### src/rtl/uart_doc_loader_pkg.sv
// Shared types and constants for the UART document loader.
// Optional feature macro: RX_PARITY_EN (adds an even-parity bit after the data bits).
package uart_doc_pkg;

    // Receiver FSM states; PARITY only exists when the parity bit is part of the frame
    typedef enum logic [2:0] {
        ST_IDLE   = 3'd0,
        ST_START  = 3'd1,
        ST_DATA   = 3'd2,
`ifdef RX_PARITY_EN
        ST_PARITY = 3'd3,
`endif
        ST_STOP   = 3'd4,
        ST_WRITE  = 3'd5
    } rx_state_t;

    // Control bytes recognised by the loader
    localparam logic [7:0] CH_LF    = 8'h0A;
    localparam logic [7:0] CH_BS    = 8'h08;
    localparam logic [7:0] CH_SPACE = 8'h20;

    // Printable range written into the document
    localparam logic [7:0] PRINT_LO = 8'h20;
    localparam logic [7:0] PRINT_HI = 8'h7E;

    // Cursor field widths; document address is {row, col}
    localparam int ROW_W = 4;
    localparam int COL_W = 5;

    function automatic logic is_printable(input logic [7:0] b);
        return (b >= PRINT_LO) && (b <= PRINT_HI);
    endfunction

endpackage

### src/rtl/uart_doc_loader_if.sv
// Document write port: address {row, col}, data byte and one-cycle write strobe.
interface uart_doc_loader_if;
    import uart_doc_pkg::*;

    logic [ROW_W+COL_W-1:0] doc_a;
    logic [7:0]             doc_d;
    logic                   doc_we;

    modport master (output doc_a, output doc_d, output doc_we);
    modport slave  (input  doc_a, input  doc_d, input  doc_we);
endinterface

### src/rtl/uart_rx_core.sv
// UART receiver: input synchronizer, baud counter and framing FSM.
// Emits byte_valid combinationally at the stop-bit sample (the FSM enters WRITE on
// that same edge) and a registered frame_err pulse one cycle after a bad stop sample.
// Optional feature macro: RX_PARITY_EN (8E1 framing instead of 8N1).
module uart_rx_core
    import uart_doc_pkg::*;
#(
    parameter int BIT_DIV = 868
) (
    input  logic       clk,
    input  logic       rst,
    input  logic       rx_i,
    output logic [7:0] byte_o,
    output logic       byte_valid_o,
    output logic       frame_err_o,
    output logic       busy_o
);
    localparam int HALF  = BIT_DIV / 2;
    localparam int CNT_W = $clog2(BIT_DIV + 1);

    rx_state_t        state_q, state_d;
    logic             sync1_q, sync2_q, prev_q;
    logic [CNT_W-1:0] baud_cnt_q, baud_cnt_d;
    logic [2:0]       bit_cnt_q, bit_cnt_d;
    logic [7:0]       shift_q, shift_d;
    logic             frame_err_q, frame_err_d;
    logic             half_tick, full_tick, parity_ok, stop_good;

`ifdef RX_PARITY_EN
    logic parity_err_q, parity_err_d;
    assign parity_ok = ~parity_err_q;
`else
    assign parity_ok = 1'b1;
`endif

    assign half_tick = (baud_cnt_q == CNT_W'(HALF - 1));
    assign full_tick = (baud_cnt_q == CNT_W'(BIT_DIV - 1));
    assign stop_good = sync2_q & parity_ok;

    // State register plus synchronizer and datapath flops
    always_ff @(posedge clk or posedge rst) begin
        if (rst) begin
            state_q      <= ST_IDLE;
            sync1_q      <= 1'b1;
            sync2_q      <= 1'b1;
            prev_q       <= 1'b1;
            baud_cnt_q   <= '0;
            bit_cnt_q    <= '0;
            shift_q      <= '0;
            frame_err_q  <= 1'b0;
`ifdef RX_PARITY_EN
            parity_err_q <= 1'b0;
`endif
        end else begin
            state_q      <= state_d;
            sync1_q      <= rx_i;
            sync2_q      <= sync1_q;
            prev_q       <= sync2_q;
            baud_cnt_q   <= baud_cnt_d;
            bit_cnt_q    <= bit_cnt_d;
            shift_q      <= shift_d;
            frame_err_q  <= frame_err_d;
`ifdef RX_PARITY_EN
            parity_err_q <= parity_err_d;
`endif
        end
    end

    // Next-state and datapath: sample at half-bit for START, full bit thereafter
    always_comb begin
        state_d      = state_q;
        baud_cnt_d   = baud_cnt_q + CNT_W'(1);
        bit_cnt_d    = bit_cnt_q;
        shift_d      = shift_q;
        frame_err_d  = 1'b0;
`ifdef RX_PARITY_EN
        parity_err_d = parity_err_q;
`endif
        case (state_q)
            ST_IDLE: begin
                baud_cnt_d = '0;
`ifdef RX_PARITY_EN
                parity_err_d = 1'b0;
`endif
                if (prev_q && !sync2_q) state_d = ST_START;
            end
            ST_START: begin
                if (half_tick) begin
                    baud_cnt_d = '0;
                    state_d    = sync2_q ? ST_IDLE : ST_DATA;
                end
            end
            ST_DATA: begin
                if (full_tick) begin
                    baud_cnt_d = '0;
                    shift_d    = {sync2_q, shift_q[7:1]};
                    bit_cnt_d  = bit_cnt_q + 3'd1;
                    if (bit_cnt_q == 3'd7) begin
`ifdef RX_PARITY_EN
                        state_d = ST_PARITY;
`else
                        state_d = ST_STOP;
`endif
                    end
                end
            end
`ifdef RX_PARITY_EN
            ST_PARITY: begin
                if (full_tick) begin
                    baud_cnt_d   = '0;
                    parity_err_d = (^shift_q) ^ sync2_q;
                    state_d      = ST_STOP;
                end
            end
`endif
            ST_STOP: begin
                if (full_tick) begin
                    baud_cnt_d = '0;
                    if (stop_good) begin
                        state_d = ST_WRITE;
                    end else begin
                        frame_err_d = 1'b1;
                        state_d     = ST_IDLE;
                    end
                end
            end
            ST_WRITE: begin
                baud_cnt_d = '0;
                state_d    = ST_IDLE;
            end
            default: begin
                baud_cnt_d = '0;
                state_d    = ST_IDLE;
            end
        endcase
    end

    // Outputs: byte strobe at the good stop sample, busy while framing
    always_comb begin
        byte_o       = shift_q;
        byte_valid_o = (state_q == ST_STOP) && full_tick && stop_good;
        frame_err_o  = frame_err_q;
        busy_o       = (state_q != ST_IDLE);
    end

endmodule

### src/rtl/uart_doc_loader.sv
// UART-to-document loader: received bytes become character writes at a text cursor,
// with newline, backspace and wrap handling over a COLS x ROWS grid.
// Optional feature macro: RX_PARITY_EN (handled inside uart_rx_core).
module uart_doc_loader
    import uart_doc_pkg::*;
#(
    parameter int CLK_FREQ = 100_000_000,
    parameter int BAUD     = 115200,
    parameter int COLS     = 20,
    parameter int ROWS     = 15
) (
    input  logic                  clk,
    input  logic                  rst,
    input  logic                  RsRx,
    input  logic                  en,
    input  logic                  clear_cursor,
    uart_doc_loader_if.master     doc_if,
    output logic                  busy,
    output logic                  frame_err
);
    localparam int BIT_DIV = CLK_FREQ / BAUD;

    logic [7:0]       rx_byte;
    logic             rx_valid;
    logic [ROW_W-1:0] row_q, row_d, row_plus;
    logic [COL_W-1:0] col_q, col_d, col_minus;
    logic             doc_we_q, doc_we_d;
    logic [ROW_W+COL_W-1:0] doc_a_q, doc_a_d;
    logic [7:0]       doc_d_q, doc_d_d;

    uart_rx_core #(.BIT_DIV(BIT_DIV)) u_rx (
        .clk          (clk),
        .rst          (rst),
        .rx_i         (RsRx),
        .byte_o       (rx_byte),
        .byte_valid_o (rx_valid),
        .frame_err_o  (frame_err),
        .busy_o       (busy)
    );

    assign row_plus  = (row_q == ROW_W'(ROWS - 1)) ? '0 : row_q + ROW_W'(1);
    assign col_minus = col_q - COL_W'(1);

    // Cursor and registered write port; the write lands in the rx WRITE cycle
    always_ff @(posedge clk or posedge rst) begin
        if (rst) begin
            row_q    <= '0;
            col_q    <= '0;
            doc_we_q <= 1'b0;
            doc_a_q  <= '0;
            doc_d_q  <= '0;
        end else begin
            row_q    <= row_d;
            col_q    <= col_d;
            doc_we_q <= doc_we_d;
            doc_a_q  <= doc_a_d;
            doc_d_q  <= doc_d_d;
        end
    end

    // Byte interpretation; clear_cursor overrides the cursor but not the write address
    always_comb begin
        row_d    = row_q;
        col_d    = col_q;
        doc_we_d = 1'b0;
        doc_a_d  = doc_a_q;
        doc_d_d  = doc_d_q;
        if (rx_valid && en) begin
            if (is_printable(rx_byte)) begin
                doc_we_d = 1'b1;
                doc_a_d  = {row_q, col_q};
                doc_d_d  = rx_byte;
                if (col_q == COL_W'(COLS - 1)) begin
                    col_d = '0;
                    row_d = row_plus;
                end else begin
                    col_d = col_q + COL_W'(1);
                end
            end else if (rx_byte == CH_LF) begin
                col_d = '0;
                row_d = row_plus;
            end else if (rx_byte == CH_BS && col_q != '0) begin
                col_d    = col_minus;
                doc_we_d = 1'b1;
                doc_a_d  = {row_q, col_minus};
                doc_d_d  = CH_SPACE;
            end
        end
        if (clear_cursor) begin
            row_d = '0;
            col_d = '0;
        end
    end

    // Drive the document port from the registered write fields
    always_comb begin
        doc_if.doc_we = doc_we_q;
        doc_if.doc_a  = doc_a_q;
        doc_if.doc_d  = doc_d_q;
    end

endmodule

### src/flat_wrapper.sv
// flat-port wrapper written by rule: the top's interface ports become plain ports
module uart_doc_loader_flat import uart_doc_pkg::*;
#(
    parameter int CLK_FREQ = 100_000_000,
    parameter int BAUD     = 115200,
    parameter int COLS     = 20,
    parameter int ROWS     = 15
)
  (clk, rst, RsRx, en, clear_cursor, busy, frame_err, doc_if_doc_a, doc_if_doc_d, doc_if_doc_we);
  uart_doc_loader_if doc_if_i ();
  input  logic clk;
  input  logic rst;
  input  logic RsRx;
  input  logic en;
  input  logic clear_cursor;
  output logic busy;
  output logic frame_err;
  output wire logic [$bits(doc_if_i.doc_a)-1:0] doc_if_doc_a;
  output wire logic [$bits(doc_if_i.doc_d)-1:0] doc_if_doc_d;
  output wire logic [$bits(doc_if_i.doc_we)-1:0] doc_if_doc_we;
  assign doc_if_doc_a = doc_if_i.doc_a;
  assign doc_if_doc_d = doc_if_i.doc_d;
  assign doc_if_doc_we = doc_if_i.doc_we;
  uart_doc_loader #(.CLK_FREQ(CLK_FREQ), .BAUD(BAUD), .COLS(COLS), .ROWS(ROWS)) u_core (.clk(clk), .rst(rst), .RsRx(RsRx), .en(en), .clear_cursor(clear_cursor), .doc_if(doc_if_i), .busy(busy), .frame_err(frame_err));
endmodule
### config.mk
export PLATFORM = sky130hd
export DESIGN_NAME = uart_doc_loader_flat
export DESIGN_NICKNAME = d
export VERILOG_FILES = /design/src/rtl/uart_doc_loader_pkg.sv /design/src/rtl/uart_doc_loader_if.sv /design/src/rtl/uart_rx_core.sv /design/src/rtl/uart_doc_loader.sv /design/src/flat_wrapper.sv
export SDC_FILE = /design/constraint.sdc
export NUM_CORES = 1
export LEC_CHECK = 0
export BUFFER_PORTS_ARGS = -buffer_cell sky130_fd_sc_hd__buf_2
export CORE_UTILIZATION = 25
export CTS_CLUSTER_DIAMETER = 120
export DETAILED_ROUTE_END_ITERATION = 12
export HOLD_SLACK_MARGIN = 0.02
export PLACE_DENSITY = 0.37
export SLEW_MARGIN = 10
export SYNTH_ARGS = -nofsm -noshare
export SYNTH_HDL_FRONTEND = slang
export SYNTH_HIERARCHICAL = 1
export SYNTH_SLANG_ARGS = --single-unit
### constraint.sdc
create_clock -name clk -period 2.9 [get_ports clk]
set_input_delay 0.58 -clock clk [delete_from_list [all_inputs] [get_ports clk]]
set_output_delay 0.58 -clock clk [all_outputs]
set_load 0.005 [all_outputs]
# Word-level counts from Yosys, hierarchy flattened
# Index checks and enable logic that the tools add are counted.
[word_totals]
latchBits = 0
inputBits = 5
ram_bits = 0
n_memories = 0
mem_bits_ro = 0
output_inout_bits = 20
ff_bits = 55
[classes]
mux = 36
div = 0
n_mul = 0
reduce_logical = 20
magnitude_cmp = 2
n_shift = 0
bitwise = 0
add_sub_neg = 5
n_eq_ne = 17
[ops]
columns = ["cell", "n"]
rows = [
  ["$mux 5", 6],
  ["$mux 9", 3],
  ["$mux 4", 6],
  ["$mux 8", 3],
  ["$mux 10", 2],
  ["$pmux 10 s2", 1],
  ["$mux 3", 6],
  ["$eq 8x4->1 const B", 2],
  ["$pmux 3 s4", 1],
  ["$add 10x1->10 const B", 1],
  ["$eq 10x10->1 const B", 1],
  ["$eq 10x9->1 const B", 1],
  ["$ne 2x2->1 const B", 5],
  ["$ge 8x6->1 const B", 1],
  ["$le 8x7->1 const B", 1],
  ["$mux 1", 7],
  ["$eq 3x3->1 const B", 2],
  ["$logic_and 1x1->1", 6],
  ["$reduce_and 3->1", 2],
  ["$reduce_bool 3->1", 2],
  ["$add 5x1->5 const B", 1],
  ["$eq 5x5->1 const B", 1],
  ["$reduce_and 5->1", 1],
  ["$reduce_bool 5->1", 1],
  ["15 further kinds", 17],
]

# Longest topological paths before layout
# Gate-level depths: netlist of run 1.
[depth]
word_depth = 7
mapped_depth = 9
ltp_nobuf = 9

# Modules after synthesis
# Netlist of run 1, hierarchy kept.
[modules_own_cells]
columns = ["module", "seq_area_each_um2", "cells_per_inst", "area_each_um2", "n_inst"]
rows = [
  ["uart_doc_loader", 675.6, 161, 1497.7, 1],
  ["uart_rx_core", 704.4, 109, 1357.6, 1],
]

# Least setup slack after synthesis of run 1
# OpenSTA, ideal clock, no wires.
[synth_timing]
kind = "register -> register"
startpoint = "register u_core.u_rx.baud_cnt_q[0]"
endpoint = "register u_core.col_q[0]"
n_path_buf = 0
setup_slack_ns = 0.379
synth_period_minus_slack_ns = 2.521
arrival_time_ns = 2.457
path_stages_with_launch = 10
cell_sequence = "dfrtp_1 > ha_1 > nand3_2 > or4_4 > nor4_1 > nand2_1 > nor2_1 > a21boi_1 > nor3b_1 > a21o_1"
[synth_via]
elab_chain_cells = 6
[synth_lines]
columns = ["element", "line", "source"]
rows = [
  ["from (decl)", "uart_rx_core.sv:23", "logic [CNT_W-1:0] baud_cnt_q, baud_cnt_d;"],
  ["from (signal assigned)", "uart_rx_core.sv:59", "baud_cnt_q <= baud_cnt_d;"],
  ["$eq 10x10->1", "uart_rx_core.sv:37", "assign full_tick = (baud_cnt_q == CNT_W'(BIT_DIV - 1));"],
  ["$logic_and 1x1->1 (2 in series)", "uart_rx_core.sv:141", "byte_valid_o = (state_q == ST_STOP) && full_tick && stop_good;"],
  ["named net u_core.rx_valid", "uart_doc_loader.sv:24", "logic rx_valid;"],
  ["$logic_and 1x1->1", "uart_doc_loader.sv:68", "if (rx_valid && en) begin"],
  ["$reduce_bool 2->1 (no line)", "--", ""],
  ["$reduce_and 2->1 (no line)", "--", ""],
  ["to (signal assigned)", "uart_doc_loader.sv:54", "col_q <= col_d;"],
  ["to (decl)", "uart_doc_loader.sv:26", "logic [COL_W-1:0] col_q, col_d, col_minus;"],
]
# The timed path passes the listed nets, and every way through them passes these cells.
# A chain may end at the register's enable or synchronous reset.

# Worst setup path after layout of run 1
[layout_timing]
startpoint = "register u_core.u_rx.baud_cnt_q[0]"
endpoint = "register u_core.doc_a_q[8] (netlist: u_core/doc_if.doc_a[8])"
[layout_via]
elab_chain_cells = 5
[layout_lines]
columns = ["element", "line", "source"]
rows = [
  ["$eq 10x10->1", "uart_rx_core.sv:37", ""],
  ["$logic_and 1x1->1 (2 in series)", "uart_rx_core.sv:141", ""],
  ["named net u_core.rx_valid", "uart_doc_loader.sv:24", ""],
  ["$logic_and 1x1->1", "uart_doc_loader.sv:68", ""],
  ["$reduce_and 3->1 (no line)", "--", ""],
  ["to (signal assigned)", "uart_doc_loader.sv:56", "doc_a_q <= doc_a_d;"],
  ["to (decl)", "uart_doc_loader.sv:28", "logic [ROW_W+COL_W-1:0] doc_a_q, doc_a_d;"],
]
# The timed path passes the listed nets, and every way through them passes these cells.

==> results of run 1 <==
## layer usage
layer	GRT usage (%)	up-vias	wire [µm]
li1	-	1013	-
met1	15.5	939	3030
met2	16.6	27	2560
met3	2.27	4	182
met4	3.19	0	50
met5	0	-	0
## critical path: stages (launching register included)
cell      delay (ps)
dfrtp_1          410
ha_1             270
nand3_2          100
or4_4            530
nor4_2           340
nand2_2          150
o21bai_4         350
mux2_1           390
## per-stage QoR
step | total power, mW | cell area, µm²
after global placement | 1.04 | 3150
after global routing | 1.80 | 3330
after detailed placement | 1.04 | 3150
final | 1.70 | 3330
after floorplan | 0.982 | 2860
after CTS | 1.75 | 3320
## synth_stat cells (3+ instances only)
library cell	instances
nor3b_1	4
dfstp_2	3
o31ai_1	3
nor2_1	23
mux2_4	9
buf_2	5
xnor2_1	10
inv_1	11
ha_1	9
o21ai_0	16
nor3_1	3
nand3_1	10
a21oi_1	8
xor2_1	4
dfrtp_1	52
nand2b_1	3
nand2_1	35
nor4_1	4
a31oi_1	3
mux2_1	3
## state kept, by name, summed over array words and instances (netlist names)
register,cells
u_core/u_rx/frame_err_o,1
u_core/u_rx/baud_cnt_q,10
u_core/u_rx/stop_good,1
u_core/col_q,5
u_core/doc_if.doc_we,1
u_core/u_rx/sync1_q,1
u_core/u_rx/byte_o,8
u_core/doc_if.doc_d,8
u_core/u_rx/bit_cnt_q,3
u_core/row_q,4
u_core/u_rx/prev_q,1
u_core/u_rx/state_q,3
u_core/doc_if.doc_a,9
## logic make-up (layout without fill, tap and decap cells)
family	after synthesis	after routing	share of synthesized area, %
simple gates	103	103	19.8
flops	55	55	48.3
compound gates	54	54	13.6
buf+inv	22	52	3.77
xor+xnor	14	14	4.29
mux	13	13	6.31
fa+ha+maj	9	9	3.94
## how the worst min path moves through the flow
stage / start / to / slack [ps] / cells after the start
after floorplan: u_core/u_rx/sync1_q$_DFF_PP1_ / u_core/u_rx/stop_good$_DFF_PP1_ / 350 / 0
after global placement: u_core/u_rx/sync1_q$_DFF_PP1_ / u_core/u_rx/stop_good$_DFF_PP1_ / 360 / 0
after detailed placement: u_core/u_rx/sync1_q$_DFF_PP1_ / u_core/u_rx/stop_good$_DFF_PP1_ / 360 / 0
after CTS: rst / u_core/u_rx/baud_cnt_q[0]$_DFF_PP0_ / 370 / 3
after global routing: RsRx / u_core/u_rx/sync1_q$_DFF_PP1_ / 370 / 1
final: rst / u_core/doc_if.doc_d[7]$_DFFE_PP0P_ / 350 / 3
## power by group
part           switching, mW  total (mW)  leakage, nW  internal, mW
combinational          0.115       0.185        0.677        0.0697
sequential            0.0377       0.833        0.754         0.795
clock                  0.275       0.683       0.0838         0.408
## layout make-up
type | instances | area [µm²] | area share [%]
clock buffer | 5 | 125 | 3.76
clock inverter | 3 | 43.8 | 1.32
inverter | 12 | 45.0 | 1.35
multi-input combinational | 193 | 1380 | 41.5
sequential | 55 | 1380 | 41.5
tap | 140 | 175 | 5.26
timing repair buffer | 32 | 180 | 5.41
==> results.yml, run 1 <==
logic_synthesis:
  synth_cell_types: 60
  synthesis.area_mm2: 0.00286
  synth_fp_nets: 284
  synth.area.top_cells: "dfrtp_1 46%, mux2_4 4.7%, nand2_1 4.6%"
  synth.yosys.seq_area_share_pct: 48.3
  syn-mean-instance-area_um2: 10.6
  synth_enable_flop_cells: 0
  ys_warn_count: 6
  synth_flop_cell: "dfrtp_1"
  ys_seq_elements: 55
  synth_cells: 270
  synth_largest_area_cell: "dfrtp_1"
  synth_top_area_share_pct: 45.6
  ys_async_sr_fraction_pct: 100
place:
  gp_congestion: 0.687
  dp_hpwl_um: 4250
  dpl.cell_count: 432
  dpl_worst_slack_ps: 43.3
  io_buffers: 24
setup_path:
  path_class: "register to register"
  critPathLaunchType: "register"
  worst_r2r_endpoint: "u_core/doc_if.doc_a[8]$_DFFE_PP0P_"
  cp.required_ps: 3070
  timing.rr.start: "u_core/u_rx/baud_cnt_q[0]$_DFF_PP0_"
  crit_end: "u_core/doc_if.doc_a[8]$_DFFE_PP0P_"
  crit_arrival_ps: 2840
  r2r_cells: 7
  r2r_slack_ps: 220
  cp-end-kind: "register"
  worst-path-max-fanout: 30
  critPathLaunch: "u_core/u_rx/baud_cnt_q[0]$_DFF_PP0_"
floorplanning:
  coreArea_mm2: 0.0110
  die_y_um: 109
  fp-row-count: 38
  die_x_um: 109
  ioPinCount: 25
  die_area_mm2: 0.0119
  initial_utilization_pct: 26.0
cts:
  ctsHoldBuffers: 0
  cts_buffers: 5
  htree_levels: 2
  cts_tree: "built"
  clockRootBuffer: "clkbuf_16"
  path_clk_slew_ps: 70
  cts.sinks: 55
  cts_setup_buffers: 0
  clockBufferDepth: 2
  ctsResizeCount: 0
  insertion_delay_ps: 290
layout:
  final_util_pct: 30.3
  layout.cells.non_filler: 440
  final_cell_mix: "52 x dfrtp_1, 34 x nand2_1, 24 x buf_2"
  nFillCells: 1146
  final_common_cell: "dfrtp_1"
  finish.net_count: 313
  syn_to_final_growth_pct: 16.6
  insertedDiodeCount: 0
  drive_above_1_share_pct: 23.7
sta:
  max_freq_ghz: 0.374
  min_period_over_period_pct: 92.3
  final_max_slew_viol_count: 0
  rsz0062_at_grt: "no"
  hold_viol: 0
  setup_viol: 0
  hold_ws_ps: 354
  relSlewSlack_pct: 53.6
  fin_tns_setup_ps: 0
  period_needed_ps: 2680
  finClkSkew_ps: 6.47
  fin_ws_ps: 223
  worstMarginPinSlew_ps: 689
drt:
  post_drt_wl_per_cell_um: 13.2
  dr.pass1.iters: 4
  drt_iter0_drc: 51
  postRouteAntennaNets: 0
  drt_wl_total_um: 5820
  drc: 0
  vias: 1983
  vias_per_cell: 4.51
power:
  powerDensity_mw_per_mm2: 511
  p_leak_nw: 1.52
  max-vdd-ir-drop_mv: 0.232
status:
  status: "complete, no violations"
global_route:
  overflow: 0
  grt_max_degree: 31
  grt_pass1_wl_um: 10100
  grt_usage_pct: 10.9
  grt_pass1_vias: 1931
  antenna_found_initial: 0
job:
  max_cap_viol_count: 0
worst_hold_path:
  hold_class: "input pin to async pin"
Power figures use the tool's default switching activity.
==> inputs of run 2 (changes only) <==
--- a/config.mk
+++ b/config.mk
@@ -5,12 +5,12 @@
 export SDC_FILE = /design/constraint.sdc
 export NUM_CORES = 1
 export LEC_CHECK = 0
-export BUFFER_PORTS_ARGS = -buffer_cell sky130_fd_sc_hd__buf_2
+export BUFFER_PORTS_ARGS = -buffer_cell sky130_fd_sc_hd__clkbuf_2
 export CORE_UTILIZATION = 25
-export CTS_CLUSTER_DIAMETER = 120
+export CTS_CLUSTER_DIAMETER = 200
 export DETAILED_ROUTE_END_ITERATION = 12
 export HOLD_SLACK_MARGIN = 0.02
-export PLACE_DENSITY = 0.37
+export PLACE_DENSITY = 0.5
 export SLEW_MARGIN = 10
 export SYNTH_ARGS = -nofsm -noshare
 export SYNTH_HDL_FRONTEND = slang
==> results.yml, run 2 (synthesis gave the netlist of run 1 again) <==
power:
  pwr-share-seq_pct: 49.6
  p_total_mw: 1.69
  powerDensity_mw_per_mm2: 510
  power.internal_mw: 1.27
  clkPwrFrac_pct: 40.1
  p_sw_share_pct: 24.8
  p_switching_uw: 419
  comb_power_share_pct: 10.4
  p_leak_nw: 1.48
  max-vdd-ir-drop_mv: 0.234
drt:
  drt_iter0_drc: 116
  vias: 1964
  postRouteAntennaNets: 0
  drt_wl_total_um: 5420
  drc: 0
  vias_per_cell: 4.49
  dr.pass1.iters: 4
  post_drt_wl_per_cell_um: 12.4
sta:
  hold_ws_ps: 338
  setup_viol: 0
  rsz0062_at_grt: "no"
  relSlewSlack_pct: 52.9
  min_period_over_period_pct: 90.8
  max_freq_ghz: 0.380
  finClkSkew_ps: 7.56
  period_needed_ps: 2630
  final_max_slew_viol_count: 0
  worstMarginPinSlew_ps: 699
  fin_tns_setup_ps: 0
  hold_viol: 0
layout:
  regArea_mm2: 0.00138
  top_register: "u_core/u_rx/baud_cnt_q"
  syn_to_final_growth_pct: 15.9
  multi_input_area_mm2: 0.00138
  finish.net_count: 310
  final_common_cell: "dfrtp_1"
  drive_above_1_share_pct: 22.9
  final_util_pct: 30.1
  largest_reg_flops: 10
  insertedDiodeCount: 0
  nFillCells: 1126
  final_cell_mix: "52 x dfrtp_1, 35 x nand2_1, 24 x clkbuf_2"
cts:
  insertion_delay_ps: 290
  htree_levels: 2
  cts_tree: "built"
  path_clk_slew_ps: 70
  cts.sinks: 55
  clockRootBuffer: "clkbuf_16"
  clockBufferDepth: 2
  cts_buffers: 5
floorplanning:
  initial_utilization_pct: 26.0
  ioPinCount: 25
  die_area_mm2: 0.0119
  coreArea_mm2: 0.0110
  die_y_um: 109
  fp-row-count: 38
  die_x_um: 109
setup_path:
  crit_arrival_ps: 2800
  cp.required_ps: 3060
  cp-end-kind: "register"
  r2r_slack_ps: 270
  critPathMaxStageDelay_ps: 540
  worst_path_max_delay_cell: "or4_4"
  worst_path_most_repeated_cell: "nand2_1"
  path_class: "register to register"
  worst-path-max-fanout: 23
  path_cells: "ha_1 -> nand3_2 -> or4_4 -> nor4_2 -> nand2_1 -> o21bai_4 -> buf_4 -> nand2_1 -> o21ai_0"
  critPathLaunchType: "register"
global_route:
  grt_usage_pct: 10.0
  antenna_found_initial: 0
  grt_max_degree: 29
  busiest_layer: "met2"
  grt_pass1_wl_um: 9350
  use_met1_pct: 13.1
  grt_pass1_vias: 1967
  overflow: 0
  grt_use_met2_pct: 15.9
  use_met3_pct: 1.97
place:
  io_buffers: 24
  dp_hpwl_um: 3930
  gp_congestion: 0.782
status:
  status: "complete, no violations"
worst_hold_path:
  hold_class: "input pin to async pin"
job:
  max_cap_viol_count: 0
-- run 2: cell types whose count changed in the layout (fill, tap and decap cells not counted) --
cell	change
a21oi_1	-1
a21oi_2	+1
buf_2	-24
buf_4	-3
clkbuf_2	+24
nand2_1	+1
nand2_2	-1
-- run 2: metrics by stage --
step	setup WS (ps)	cell area, µm²	std cells
finish	266	3310	437
global route	11.5	3310	437
CTS	91.2	3290	437
detailed placement	113	3130	429
global placement	227	3130	429
floorplan	379	2860	270
-- run 2: cell type report --
class / count / area share (%)
Inverter: 12 / 1.36
Multi-Input combinational cell: 193 / 41.8
Tap cell: 140 / 5.30
Timing Repair Buffer: 29 / 4.77
Clock buffer: 5 / 3.78
Sequential cell: 55 / 41.7
Clock inverter: 3 / 1.32
-- run 2: critical path, delay by kind of cell, from the launching register on --
family                     cells  cell delay [ps]
AOI/OAI and AO/OA              2              360
adders and majority gates      1              260
buffers and inverters          1              250
DFF                            1              410
and+or+nand+nor                5             1230
-- run 2: metal layers --
metal,wire (µm),vias up
met5,0,-
met1,2660,922
met3,164,9
met2,2480,30
met4,116,0
li1,-,1003
-- run 2: final timing paths --
check,start,end,cells past startpoint
min in group clk,u_core/u_rx/sync1_q$_DFF_PP1_,u_core/u_rx/stop_good$_DFF_PP1_,0
max,u_core/u_rx/baud_cnt_q[0]$_DFF_PP0_,u_core/doc_if.doc_d[0]$_DFFE_PP0P_,9
min reg2reg,u_core/u_rx/sync1_q$_DFF_PP1_,u_core/u_rx/stop_good$_DFF_PP1_,0
max in group asynchronous,rst,u_core/u_rx/prev_q$_DFF_PP1_,3
min,rst,u_core/u_rx/baud_cnt_q[2]$_DFF_PP0_,3
max reg2reg,u_core/u_rx/baud_cnt_q[0]$_DFF_PP0_,u_core/doc_if.doc_d[0]$_DFFE_PP0P_,9
-- run 2: power groups by stage --
stage / clock network, mW / registers, mW / logic [mW]
after global routing: 0.730 / 0.842 / 0.203
final: 0.677 / 0.837 / 0.175
after CTS: 0.712 / 0.835 / 0.183
after global placement: 0 / 0.849 / 0.181
after detailed placement: 0 / 0.850 / 0.182
after floorplan: 0 / 0.826 / 0.157
-- run 2: timing repair --
| item | CTS | global route |
|---|---|---|
| buffers inserted | 0 | 0 |
| endpoints found under the setup margin | 0 | 17 |
| hold buffers | 0 | 0 |
| gates resized for setup | 0 | 3 |
==> inputs of run 3 (changes only) <==
==> constraint.sdc (replaced) <==
create_clock -name clk -period 3.1 [get_ports clk]
set_input_delay 0.62 -clock clk [delete_from_list [all_inputs] [get_ports clk]]
set_output_delay 0.62 -clock clk [all_outputs]
set_load 0.005 [all_outputs]
==> results.yml, run 3 (synthesis gave the netlist of run 1 again) <==
setup_path:
  worst_path_max_delay_cell: "or4_4"
  critical_path_cell_count: 9
  cpLargestDelayFamily: "simple AND/OR/NAND/NOR gates"
  critPathMaxStageDelay_ps: 560
  worst_r2r_endpoint: "u_core/col_q[0]$_DFFE_PP0P_"
  crit_end: "u_core/col_q[0]$_DFFE_PP0P_"
  worst-path-max-fanout: 6
  crit_buf_inv: 0
  r2r_cells: 9
  path_class: "register to register"
  timing.rr.start: "u_core/u_rx/baud_cnt_q[0]$_DFF_PP0_"
  critPathLaunch: "u_core/u_rx/baud_cnt_q[0]$_DFF_PP0_"
  path_cells: "ha_1 -> nand3_2 -> or4_4 -> nor4_2 -> nand2_1 -> nor2_1 -> a21boi_1 -> nor3b_1 -> a21o_1"
  critPathLaunchType: "register"
  r2r_slack_ps: 320
  crit_arrival_ps: 3010
  cp.required_ps: 3330
  cp-end-kind: "register"
power:
  max-vdd-ir-drop_mv: 0.196
  p_total_mw: 1.51
  p_switching_uw: 386
  powerDensity_mw_per_mm2: 465
  comb_power_share_pct: 10.8
  pwr-share-seq_pct: 51.8
  clkPwrFrac_pct: 37.5
  p_leak_nw: 1.46
  p_sw_share_pct: 25.5
  power.internal_mw: 1.13
floorplanning:
  die_y_um: 109
  die_x_um: 109
  initial_utilization_pct: 26.0
  fp-row-count: 38
  die_area_mm2: 0.0119
  ioPinCount: 25
  coreArea_mm2: 0.0110
layout:
  final_cell_mix: "52 x dfrtp_1, 35 x nand2_1, 24 x clkbuf_2"
  top_register: "u_core/u_rx/baud_cnt_q"
  layout.cells.non_filler: 434
  largest_reg_flops: 10
  final_common_cell: "dfrtp_1"
  insertedDiodeCount: 0
  nFillCells: 1118
  syn_to_final_growth_pct: 14.1
  drive_above_1_share_pct: 21.1
  finish.net_count: 307
cts:
  htree_levels: 2
  cts.sinks: 55
  clockRootBuffer: "clkbuf_16"
  clockBufferDepth: 2
  cts_buffers: 5
  cts_tree: "built"
  path_clk_slew_ps: 70
  insertion_delay_ps: 290
  cts_setup_buffers: 0
sta:
  period_needed_ps: 2780
  max_freq_ghz: 0.360
  finClkSkew_ps: 6.09
  hold_viol: 0
  setup_viol: 0
  fin_tns_setup_ps: 0
  final_max_slew_viol_count: 0
  min_period_over_period_pct: 89.7
  rsz0062_at_grt: "no"
  relSlewSlack_pct: 30.2
  worstMarginPinSlew_ps: 1050
worst_hold_path:
  hold_class: "register to register"
place:
  dpl.cell_count: 426
  gp_congestion: 0.766
  dp_hpwl_um: 3940
  io_buffers: 24
global_route:
  antenna_found_initial: 0
  grt_max_degree: 31
  grt_usage_pct: 10.1
  grt_pass1_vias: 2024
  grt_pass1_wl_um: 9560
  overflow: 0
status:
  status: "complete, no violations"
drt:
  vias_per_cell: 4.54
  drt_iter0_drc: 85
  drt_wl_total_um: 5550
  dr.pass1.iters: 4
  postRouteAntennaNets: 0
  vias: 1970
  drc: 0
  post_drt_wl_per_cell_um: 12.8
job:
  max_cap_viol_count: 0
-- run 3: changes by cell type in the layout (fill, tap and decap cells not counted), sizes merged --
| cell | delta |
|---|---|
| clkinv | -1 |
| bufinv | -1 |
| buf | -3 |
| clkbuf | +2 |
-- run 3: area by class of cell --
| type | instances | area, µm² | area share, % |
|---|---|---|---|
| Clock inverter | 1 | 5.00 | 0.154 |
| Clock buffer | 7 | 143 | 4.38 |
| Sequential cell | 55 | 1380 | 42.4 |
| Timing Repair Buffer | 26 | 135 | 4.15 |
| Inverter | 12 | 45.0 | 1.38 |
| Multi-Input combinational cell | 193 | 1370 | 42.2 |
| Tap cell | 140 | 175 | 5.38 |
-- run 3: power by group through the flow --
stage	Combinational (mW)	Clock (mW)	Sequential, mW
final	0.163	0.567	0.784
after global routing	0.186	0.617	0.790
after CTS	0.168	0.589	0.782
after detailed placement	0.167	0	0.796
after global placement	0.168	0	0.794
after floorplan	0.147	0	0.772
-- run 3: repair_timing --
| action | 4_1_cts | 5_1_grt |
|---|---|---|
| hold buffers | 0 | 0 |
| endpoints found under the setup margin | 0 | 5 |
| resized for setup | 0 | 1 |
| endpoints found under the hold margin | 0 | 0 |
-- run 3: per-layer routing --
| metal | GRT usage [%] | share of wire [%] |
|---|---|---|
| met1 | 13.5 | 49 |
| met2 | 16.1 | 46 |
| met3 | 2.21 | 3.7 |
| met4 | 3.67 | 1.5 |
| met5 | 0 | 0 |
-- run 3: metrics by stage --
stage	hold WS, ps	setup WS [ps]	area, µm²	util, %
floorplan	345	579	2860	-
global placement	346	248	3100	28.3
detailed placement	348	164	3100	28.3
CTS	359	132	3250	29.6
global route	360	24.0	3260	29.7
finish	358	319	3260	29.7
-- run 3: worst register-to-register path, delay by kind of cell, from the launching register on --
family,cells,cell delay (ps)
AOI/OAI and AO/OA,2,430
DFF,1,410
and+or+nand+nor,6,1620
adders and majority gates,1,260
-- run 3: how the worst min path moves through the flow --
stage / slack [ps] / start / endpoint / cells after the start
final: 360 / u_core/u_rx/sync1_q$_DFF_PP1_ / u_core/u_rx/stop_good$_DFF_PP1_ / 0
after global routing: 360 / u_core/u_rx/sync1_q$_DFF_PP1_ / u_core/u_rx/stop_good$_DFF_PP1_ / 0
after CTS: 360 / u_core/u_rx/sync1_q$_DFF_PP1_ / u_core/u_rx/stop_good$_DFF_PP1_ / 0
after detailed placement: 350 / u_core/u_rx/sync1_q$_DFF_PP1_ / u_core/u_rx/stop_good$_DFF_PP1_ / 0
after global placement: 350 / u_core/u_rx/sync1_q$_DFF_PP1_ / u_core/u_rx/stop_good$_DFF_PP1_ / 0
after floorplan: 350 / u_core/u_rx/sync1_q$_DFF_PP1_ / u_core/u_rx/stop_good$_DFF_PP1_ / 0
